`src/rtl/beat_note_fifo.sv`:
```
// Note-code FIFO drained one entry per beat; popped code/lane/valid appear the cycle after the beat.
// Writes into a full FIFO are dropped (sticky overflow) unless a pop frees a slot in the same cycle.
module beat_note_fifo #(
  parameter int DEPTH    = 8,
  parameter int BEAT_DIV = 16
) (
  input  logic       clk,
  input  logic       resetn,
  input  logic       data_en,
  input  logic [7:0] data,
  input  logic       play_en,
  output logic       note_valid,
  output logic [7:0] note_code,
  output logic [1:0] note_lane,
  output logic [4:0] fifo_count,
  output logic       overflow,
  output logic       underrun
);

  localparam int              PW        = (DEPTH > 1) ? $clog2(DEPTH) : 1;
  localparam int              CW        = $clog2(BEAT_DIV);
  localparam logic [4:0]      FULL_CNT  = 5'(DEPTH);
  localparam logic [CW-1:0]   BEAT_LAST = CW'(BEAT_DIV - 1);

  logic [7:0]    r_mem [DEPTH];
  logic [PW-1:0] r_wr_ptr;
  logic [PW-1:0] r_rd_ptr;
  logic [4:0]    r_count;
  logic [CW-1:0] r_beat_cnt;
  logic          r_note_valid;
  logic [7:0]    r_note_code;
  logic [1:0]    r_note_lane;
  logic          r_overflow;
  logic          r_underrun;

  logic          w_beat_tick;
  logic          w_empty;
  logic          w_full;
  logic          w_pop;
  logic          w_push;
  logic          w_drop;
  logic [7:0]    w_head;

  assign w_beat_tick = play_en && (r_beat_cnt == BEAT_LAST);
  assign w_empty     = (r_count == 5'd0);
  assign w_full      = (r_count == FULL_CNT);
  assign w_pop       = w_beat_tick && !w_empty;
  // A pop in the same cycle frees the slot a full-FIFO write needs.
  assign w_push      = data_en && (!w_full || w_pop);
  assign w_drop      = data_en && w_full && !w_pop;
  assign w_head      = r_mem[r_rd_ptr];

  always_ff @(posedge clk or negedge resetn) begin
    if (!resetn) begin
      r_beat_cnt <= '0;
    end else if (!play_en || w_beat_tick) begin
      r_beat_cnt <= '0;
    end else begin
      r_beat_cnt <= r_beat_cnt + CW'(1);
    end
  end

  always_ff @(posedge clk) begin
    if (w_push) begin
      r_mem[r_wr_ptr] <= data;
    end
  end

  always_ff @(posedge clk or negedge resetn) begin
    if (!resetn) begin
      r_wr_ptr <= '0;
      r_rd_ptr <= '0;
      r_count  <= '0;
    end else begin
      if (w_push) begin
        r_wr_ptr <= r_wr_ptr + PW'(1);
      end
      if (w_pop) begin
        r_rd_ptr <= r_rd_ptr + PW'(1);
      end
      unique case ({w_push, w_pop})
        2'b10:   r_count <= r_count + 5'd1;
        2'b01:   r_count <= r_count - 5'd1;
        default: r_count <= r_count;
      endcase
    end
  end

  always_ff @(posedge clk or negedge resetn) begin
    if (!resetn) begin
      r_note_valid <= 1'b0;
      r_note_code  <= 8'd0;
      r_note_lane  <= 2'd0;
      r_overflow   <= 1'b0;
      r_underrun   <= 1'b0;
    end else begin
      r_note_valid <= w_pop && (w_head != 8'd0);
      if (w_pop) begin
        r_note_code <= w_head;
        r_note_lane <= w_head[3:2];
      end
      if (w_drop) begin
        r_overflow <= 1'b1;
      end
      if (w_beat_tick && w_empty) begin
        r_underrun <= 1'b1;
      end
    end
  end

  assign note_valid = r_note_valid;
  assign note_code  = r_note_code;
  assign note_lane  = r_note_lane;
  assign fifo_count = r_count;
  assign overflow   = r_overflow;
  assign underrun   = r_underrun;

endmodule
```
`config.mk`:
```
export PLATFORM = sky130hd
export DESIGN_NAME = beat_note_fifo
export DESIGN_NICKNAME = d
export VERILOG_FILES = /design/src/rtl/beat_note_fifo.sv
export SDC_FILE = /design/constraint.sdc
export NUM_CORES = 1
export LEC_CHECK = 0
export ABC_AREA = 1
export CORE_MARGIN = 4
export CORE_UTILIZATION = 45
export DETAILED_ROUTE_END_ITERATION = 10
export PLACE_DENSITY = 0.64
export SYNTH_ARGS = -nofsm -noshare
export SYNTH_HDL_FRONTEND = slang
export SYNTH_SLANG_ARGS = --single-unit
```
`constraint.sdc`:
```
create_clock -name clk -period 3.28 [get_ports clk]
set_input_delay 0.328 -clock clk [delete_from_list [all_inputs] [get_ports clk]]
set_output_delay 0.328 -clock clk [all_outputs]
set_load 0.005 [all_outputs]
```
## After elaboration in Yosys (flattened, before gate mapping)

Memories as Yosys holds them, arrays and structs flattened.
Index checks and enable logic that the tools add are counted.

- Output and inout bits: 18
- RAM bits: 64
- Memories kept: 1
- Flip-flop bits (word level): 28
- Logic and storage cells: 39
- Bits of input ports: 12

- Reduce and logical (&&, ||, !) cells: 16
- Equal/unequal tests: 4
- $add $sub $neg: 5
- Muxes and demuxes: 4

Memories:

| name | words | bits a word | read ports | clocked after Yosys merged registers in | write ports | RTL line | RTL |
|---|---|---|---|---|---|---|---|
| r_mem | 8 | 8 | 1 | 0 | 1 | 25 | `logic [7:0] r_mem [DEPTH];` |

Operators with widths:

| operator | number |
|---|---|
| $pmux W5 S2 | 1 |
| $reduce_bool A8 Y1 | 1 |
| $logic_and A1 B1 Y1 | 7 |
| $add A3 B1 Y3 const B | 2 |
| $add A5 B1 Y5 const B | 1 |
| $eq A5 B4 Y1 const B | 1 |
| $logic_not A5 Y1 | 1 |
| $sub A5 B1 Y5 const B | 1 |
| $add A4 B1 Y4 const B | 1 |
| $eq A4 B4 Y1 const B | 1 |
| $logic_not A1 Y1 | 4 |
| $mux W4 | 1 |
| $eq A2 B1 Y1 const B | 1 |
| $eq A2 B2 Y1 const B | 1 |
| $logic_or A1 B1 Y1 | 2 |
| $mux W1 | 2 |
| $reduce_bool A2 Y1 | 1 |

## Depth between registers and ports, before layout

Gate-level depths: netlist (run 1).

- Depth in word-level cells: 7
- Mapped depth: 16
- Gate-level depth less buffers: 15

## Worst setup path before layout (run 1)

No wires, ideal clock.

- Path kind: register -> register
- Start: register r_beat_cnt[0]
- End: register r_count[4], in the netlist fifo_count[4]
- Slack: 1.013 ns
- Period minus slack after synthesis: 2.267 ns
- Arrival: 2.151 ns
- Required time: 3.163 ns
- Library setup time: 0.117 ns
- Buffers on the path: 1
- Cell stages (with the launch flop): 17
- Path through: dfrtp_1 ha_1 nand2_1 nor3b_2 nand2_1 nand2_1 nand2_2 ha_1 buf_2 xor2_1 ha_1 a21o_1 nand2_1 o21ai_1 xor2_1 nand2_1 nand2_1

- Word-level cells in the longest chain between the ends: 7
- Elaborated cells between the ends (all ways): 9
- Those cells by class: eq/ne (3); mux (1); reduce/logical (5)

Ends and longest elaborated chain:

| what | RTL line | RTL |
|---|---|---|
| from (decl) | 29 | `logic [CW-1:0] r_beat_cnt;` |
| from (signal assigned) | 59 | `r_beat_cnt <= r_beat_cnt + CW'(1);` |
| $eq A4 B4 Y1 * | 44 | `assign w_beat_tick = play_en && (r_beat_cnt == BEAT_LAST);` |
| $logic_and A1 B1 Y1 * | 44 |  |
| $logic_and A1 B1 Y1 * | 47 | `assign w_pop = w_beat_tick && !w_empty;` |
| $logic_or A1 B1 Y1 | 49 | `assign w_push = data_en && (!w_full \|\| w_pop);` |
| $logic_and A1 B1 Y1 | 49 |  |
| $eq A2 B1 Y1 / $eq A2 B2 Y1 (equally long branches) | 81 | `unique case ({w_push, w_pop})` |
| $pmux W5 S2 / $reduce_bool A2 Y1 (equally long branches) | n/a |  |
| to (signal assigned) | 82 | `2'b10: r_count <= r_count + 5'd1;` |
| to (signal assigned) | 83 | `2'b01: r_count <= r_count - 5'd1;` |
| to (signal assigned) | 84 | `default: r_count <= r_count;` |
| to (decl) | 28 | `logic [4:0] r_count;` |

Every way passes the cells marked *; elsewhere a longest branch is shown, timed or not.
A chain may end at the register's enable or synchronous reset.

## Worst setup path in the final report (run 1)

- Start: register r_beat_cnt[0]
- End: register r_count[4], in the netlist fifo_count[4]

- Word-level cells in the longest chain between the ends: 7
- Elaborated cells between the ends (all ways): 9
- Those cells by class: eq/ne (3); mux (1); reduce/logical (5)

Ends and longest elaborated chain:

| what | RTL line | RTL |
|---|---|---|
| $eq A4 B4 Y1 * | 44 |  |
| $logic_and A1 B1 Y1 * | 44 |  |
| $logic_and A1 B1 Y1 * | 47 |  |
| named net w_pop | 39 | `logic w_pop;` |
| $logic_or A1 B1 Y1 | 49 |  |
| $logic_and A1 B1 Y1 | 49 |  |
| $eq A2 B1 Y1 / $eq A2 B2 Y1 (equally long branches) | 81 |  |
| $pmux W5 S2 / $reduce_bool A2 Y1 (equally long branches) | n/a |  |

Mark *: on every way through the listed nets, which the timed path passes. The rest lies on a longest branch.

==> results of run 1 <==
critical path: stages, from the launching register on:
cell,delay (ns)
dfrtp_1,0.39
ha_1,0.20
nand2_1,0.09
nor3b_2,0.19
nand2_1,0.11
buf_4,0.20
inv_1,0.15
ha_1,0.30
xor2_1,0.23
ha_1,0.18
a21o_1,0.10
nand2_1,0.06
o21ai_1,0.14
xor2_1,0.16
nand2_1,0.07
nand2_1,0.05
through the flow:
step	power, mW	worst slack, ns	util	cell area, um2	cells
floorplan	1.78	1.01	-	3940	389
global placement	1.98	0.541	0.517	4330	515
detailed placement	1.99	0.479	0.517	4330	515
CTS	2.80	0.604	0.544	4560	531
global route	2.92	0.305	0.544	4560	531
finish	2.77	0.609	0.544	4560	531
cell type report:
class	count	area (um2)	area share
multi-input combinational	238	1110	0.244
clock buffer	12	199	0.0437
tap	105	131	0.0288
inverter	45	169	0.0371
sequential	90	2570	0.565
timing repair buffer	37	350	0.0769
clock inverter	4	25.0	0.00549
placed cells by master (no fill, tap or decap):
master,count
clkbuf_16,3
inv_2,2
a31o_2,1
nand2_2,1
o21bai_1,1
ha_1,6
clkinv_1,1
o21ai_1,2
or2_4,1
nand2_1,129
o21ai_0,16
inv_1,42
xnor2_1,3
nor3b_2,1
inv_4,1
dfrtp_1,26
xor2_1,6
clkbuf_8,9
a21oi_1,3
nor2_2,5
nor2_1,25
clkinv_2,2
a41o_1,1
inv_6,1
edfxtp_1,64
clkdlybuf4s50_1,29
buf_4,8
nand3_1,36
a21o_1,1
per-layer routing:
| metal | track usage | wire length (um) | vias to the layer above |
|---|---|---|---|
| met5 | 0 | 0 | - |
| met4 | 0.0706 | 107 | 0 |
| met3 | 0.0399 | 400 | 6 |
| met1 | 0.223 | 3510 | 1174 |
| li1 | - | - | 1318 |
| met2 | 0.255 | 3670 | 56 |
cell families after synthesis:
logic type	count (synthesis)
fa+ha+maj	6
buf+inv	61
simple gates	198
flops	90
compound gates	25
xor+xnor	9
power by group through the flow:
stage          clock, mW  combinational (mW)  sequential [mW]
2_1_floorplan          0               0.287             1.49
4_1_cts            0.825               0.491             1.48
3_3_place_gp           0               0.481             1.50
3_5_place_dp           0               0.488             1.50
5_1_grt            0.875               0.547             1.50
6_report           0.807               0.480             1.48
registers in the layout, indices dropped and copies added, names as in the netlist:
register / flops
r_beat_cnt: 4
underrun: 1
note_code: 8
fifo_count: 5
r_rd_ptr: 3
r_mem: 64
overflow: 1
note_valid: 1
r_wr_ptr: 3
final timing paths:
check                           slack, ns           from  depth (start not counted)       endpoint
worst max-delay path                 0.61  r_beat_cnt[0]                         15  fifo_count[4]
worst min-delay path                 0.34         resetn                          2    r_rd_ptr[0]
worst max register to register       0.61  r_beat_cnt[0]                         15  fifo_count[4]
worst min register to register       0.47       underrun                          1       underrun
max in group asynchronous            2.69         resetn                          2    r_wr_ptr[2]
min in group clk                     0.47       underrun                          1       underrun
==> flow_summary.yaml, run 1 <==
place:
  port-buffer-count: 29
  dpl.hpwl_um: 4940
  place_congestion: 0.765
sta:
  tns_ns: 0
  period_share: 0.814
  finalSetupViolCount: 0
  period_needed_ns: 2.67
  fmax_ghz: 0.374
  maxSlewHeadroom: 0.616
  report.final.slew_viol_count: 0
  finClkSkew_ns: 0.00683
  whs_ns: 0.337
  rsz0062_at_grt: "no"
  finalHoldViolations: 0
  worst_pin_slew_ns: 0.576
yosys:
  synth_top_family_by_area: "simple AND/OR/NAND/NOR gates"
  synth.avg_cell_area_um2: 10.1
  yosys.area_share.xor_xnor: 0.0200
  synth_common_cells: "nand2_1, edfxtp_1, inv_1"
  synth_edf_count: 64
  yosysUniqueCellTypes: 24
  ys.flop_type: "edfxtp_1"
  yosysMostFrequentCell: "nand2_1"
  ys_seq_area_frac: 0.653
  async_reset_ff_frac: 0.289
  synth_seq_cells: 90
  synthAdderAreaFrac: 0.0190
  synth_compound_area_frac: 0.0352
  synth_area_leaders: "edfxtp_1, dfrtp_1, nand2_1"
  synth_mux_area_frac: 0
  syn-cell-area_um2: 3940
  synth_nets: 407
  synthSimpleGateAreaFrac: 0.207
  yosysWarnings: 0
  synth_top_area_share: 0.488
  synth_top_area_cell: "edfxtp_1"
  synthCells: 389
clock_network:
  cts_buffers: 9
  cts_tree: "done"
  clk_pin_slew_ns: 0.09
  hold_buffers: 0
  cts_root_buffer: "clkbuf_8"
  cts_sinks: 90
  cts_setup_buffers: 0
  h-tree-depth: 3
  cts.repair.resized: 0
  cts_buffer_depth: 2
  worstSkewPairLatency_ns: 0.34
power:
  p_sw_frac: 0.274
  p_int_mw: 2.01
  powerDensity_nw_per_um2: 607
  pwr-share-clk: 0.292
  seqPwrFrac: 0.535
  p_leak_nw: 1.99
  ir_worst_vdd_mv: 0.281
  combPwrFrac: 0.174
  p_switching_mw: 0.757
drt:
  wl_per_cell_um: 14.5
  vias_per_cell: 4.81
  wirelength_um: 7680
  drc: 0
  first_iter_violations: 162
  vias: 2554
  ant_nets: 0
  dr.pass1.iters: 4
layout:
  antenna_cells: 0
  drive_above_1_share: 0.0822
  fill_cells: 727
  syn2layout_area_growth_pct: 15.6
  nNetsFinal: 439
die:
  core_area_um2: 8380
  dieArea_um2: 10300
  rows: 33
  die_h_um: 102
  initial_core_util: 0.470
  die_w_um: 102
  pin_count: 30
hold_path:
  hp-class: "input port to asynchronous set/reset pin"
global_routing:
  grt_overflow: 0
  grt_max_degree: 37
  track_usage: 0.165
  first_global_vias: 2586
  grt_pass1_wl_um: 12800
  antenna_found_initial: 0
outcome:
  status: "completed"
flow_run:
  drv_cap: 0
worst_setup_path:
  critPathKind: "register to register"
  crit_path_end_kind: "register"
  cp.required_ns: 3.57
  critical_path_arrival_ns: 2.96
  crit_path_max_fanout: 19
  critPathLaunchType: "register"
Power figures use the tool's default switching activity.
==> run 2, diff against run 1 <==
- clock period: 3.28 -> 2.8 ns (I/O delays scaled with it)
==> run 2 against run 1 <==
Critical path depth down 1. Non-clock buffer count up 3. Utilization increased by 0.39 points. Sequential share of layout area is 0.40 points lower. Die area stayed put. Sequential cell count is the same. Largest power group unchanged. Routed wire length is 1.8% higher. First-iteration DRC count is 5.6% lower. Combinational power increased by 23%. Global-route usage increased by 0.49 points. Sequential power up 17%. Register-to-register slack got worse by 0.33 ns.
==> flow_summary.yaml, run 2 (synthesis gave the netlist of run 1 again) <==
outcome:
  status: "completed"
worst_setup_path:
  crit_path_max_fanout: 5
  max_stage_delay_ns: 0.38
  path_cells: "ha_1, nand2_1, nor3b_2, nand2_1, inv_1, ha_1, xor2_1, ha_1, a21o_1, nand2_1, o21ai_1, xor2_1, nand2_1, nand2_1"
  crit_top_cell: "nand2_1"
  crit_path_end_kind: "register"
  critPathKind: "register to register"
  crit_family: "adder cells"
  critPathBufInv: 1
  critPathLaunchType: "register"
  critical_path_arrival_ns: 2.82
  crit_slowest_cell: "dfrtp_1"
  cp.required_ns: 3.09
layout:
  drive_above_1_share: 0.0886
  largest_reg_flops: 64
  nNetsFinal: 442
  antenna_cells: 0
  utilization: 0.548
  fin_cells: 534
  stdcell_area_um2: 4590
  syn2layout_area_growth_pct: 16.4
  regMostFlops: "r_mem"
  final_common_cell: "nand2_1"
  mostFrequentLayoutCells: "nand2_1, edfxtp_1, inv_1, nand3_1, clkdlybuf4s50_1"
sta:
  worst_pin_slew_ns: 0.558
  report.final.slew_viol_count: 0
  whs_ns: 0.285
  finalSetupViolCount: 0
  setup_ws_ns: 0.274
  rsz0062_at_grt: "no"
  fmax_ghz: 0.396
  finalHoldViolations: 0
  maxSlewHeadroom: 0.628
  tns_ns: 0
  period_share: 0.902
  period_needed_ns: 2.53
  finClkSkew_ns: 0.0136
drt:
  ant_nets: 0
  drc: 0
  vias_per_cell: 4.84
  wl_per_cell_um: 14.6
  wirelength_um: 7820
  dr.pass1.iters: 5
  first_iter_violations: 153
  vias: 2585
clock_network:
  cts_root_buffer: "clkbuf_8"
  cts_buffers: 9
  cts_setup_buffers: 0
  cts_sinks: 90
  clk_pin_slew_ns: 0.10
  cts_tree: "done"
  cts.repair.resized: 0
  h-tree-depth: 3
  worstSkewPairLatency_ns: 0.35
  hold_buffers: 0
  cts_buffer_depth: 2
die:
  dieArea_um2: 10300
  initial_core_util: 0.470
  rows: 33
  die_h_um: 102
  die_w_um: 102
  pin_count: 30
  core_area_um2: 8380
power:
  powerDensity_nw_per_um2: 713
  p_leak_nw: 2.00
  p_switching_mw: 0.891
  ir_worst_vdd_mv: 0.383
  p_int_mw: 2.38
  power_mw: 3.27
  pwr-share-clk: 0.290
  combPwrFrac: 0.180
  seqPwrFrac: 0.530
  p_sw_frac: 0.272
place:
  dpl.hpwl_um: 5130
  place_congestion: 0.833
  pre_cts_ws_ns: 0.160
  port-buffer-count: 29
  placed_area_um2: 4370
  dp_cells: 518
global_routing:
  grt_pass1_wl_um: 13100
  antenna_found_initial: 0
  first_global_vias: 2611
  track_usage: 0.170
  grt_overflow: 0
  grt_max_degree: 37
hold_path:
  hp-class: "input port to asynchronous set/reset pin"
flow_run:
  drv_cap: 0
-- run 2: cell types whose count changed in the layout (fill, tap and decap cells not counted), sizes merged --
cell    change
buf         +3
bufinv      +1
clkbuf      -1
clkinv      +1
inv         -1
-- run 2: final timing paths --
path / startpoint / to / slack, ns / cells after the start
hold reg to reg: r_beat_cnt[0] / r_beat_cnt[0] / 0.47 / 1
hold / removal: resetn / note_code[5] / 0.29 / 2
setup reg to reg: r_beat_cnt[0] / fifo_count[4] / 0.27 / 14
max in group asynchronous: resetn / r_wr_ptr[1] / 2.24 / 2
min in group clk: r_beat_cnt[0] / r_beat_cnt[0] / 0.47 / 1
setup / recovery: r_beat_cnt[0] / fifo_count[4] / 0.27 / 14
-- run 2: area by class of cell --
type / count / area (um2)
clock inverters: 5 / 58.8
well taps: 105 / 131
repair buffers: 40 / 385
fillers: 742 / 3790
inverters: 45 / 169
multi-input cells: 238 / 1110
clock buffers: 11 / 163
flip-flops and latches: 90 / 2570
-- run 2: worst reg2reg max path: stages (launching register included) --
cell and delay (ns):
dfrtp_1 0.38, ha_1 0.20, nand2_1 0.09, nor3b_2 0.22, nand2_1 0.12, inv_1 0.15, ha_1 0.31, xor2_1 0.22
ha_1 0.18, a21o_1 0.10, nand2_1 0.07, o21ai_1 0.17, xor2_1 0.16, nand2_1 0.06, nand2_1 0.05
-- run 2: routing by layer --
metal | global-route usage | vias up | routed length (um)
met4 | 0.0552 | 0 | 70
met1 | 0.237 | 1200 | 3510
met5 | 0 | - | 0
met2 | 0.266 | 55 | 3820
li1 | - | 1324 | -
met3 | 0.0379 | 6 | 429
-- run 2: power by group through the flow --
stage | clock, mW | sequential, mW | combinational (mW)
after floorplan | 0 | 1.75 | 0.336
after global placement | 0 | 1.76 | 0.583
after detailed placement | 0 | 1.76 | 0.597
after CTS | 0.971 | 1.73 | 0.601
after global routing | 1.03 | 1.76 | 0.675
final | 0.950 | 1.73 | 0.589
==> run 3, diff against run 2 <==
- SKIP_CTS_REPAIR_TIMING: unset -> 1
==> results of run 3 <==
Same layout as run 2: the final DEF is identical, and so are final timing and power.
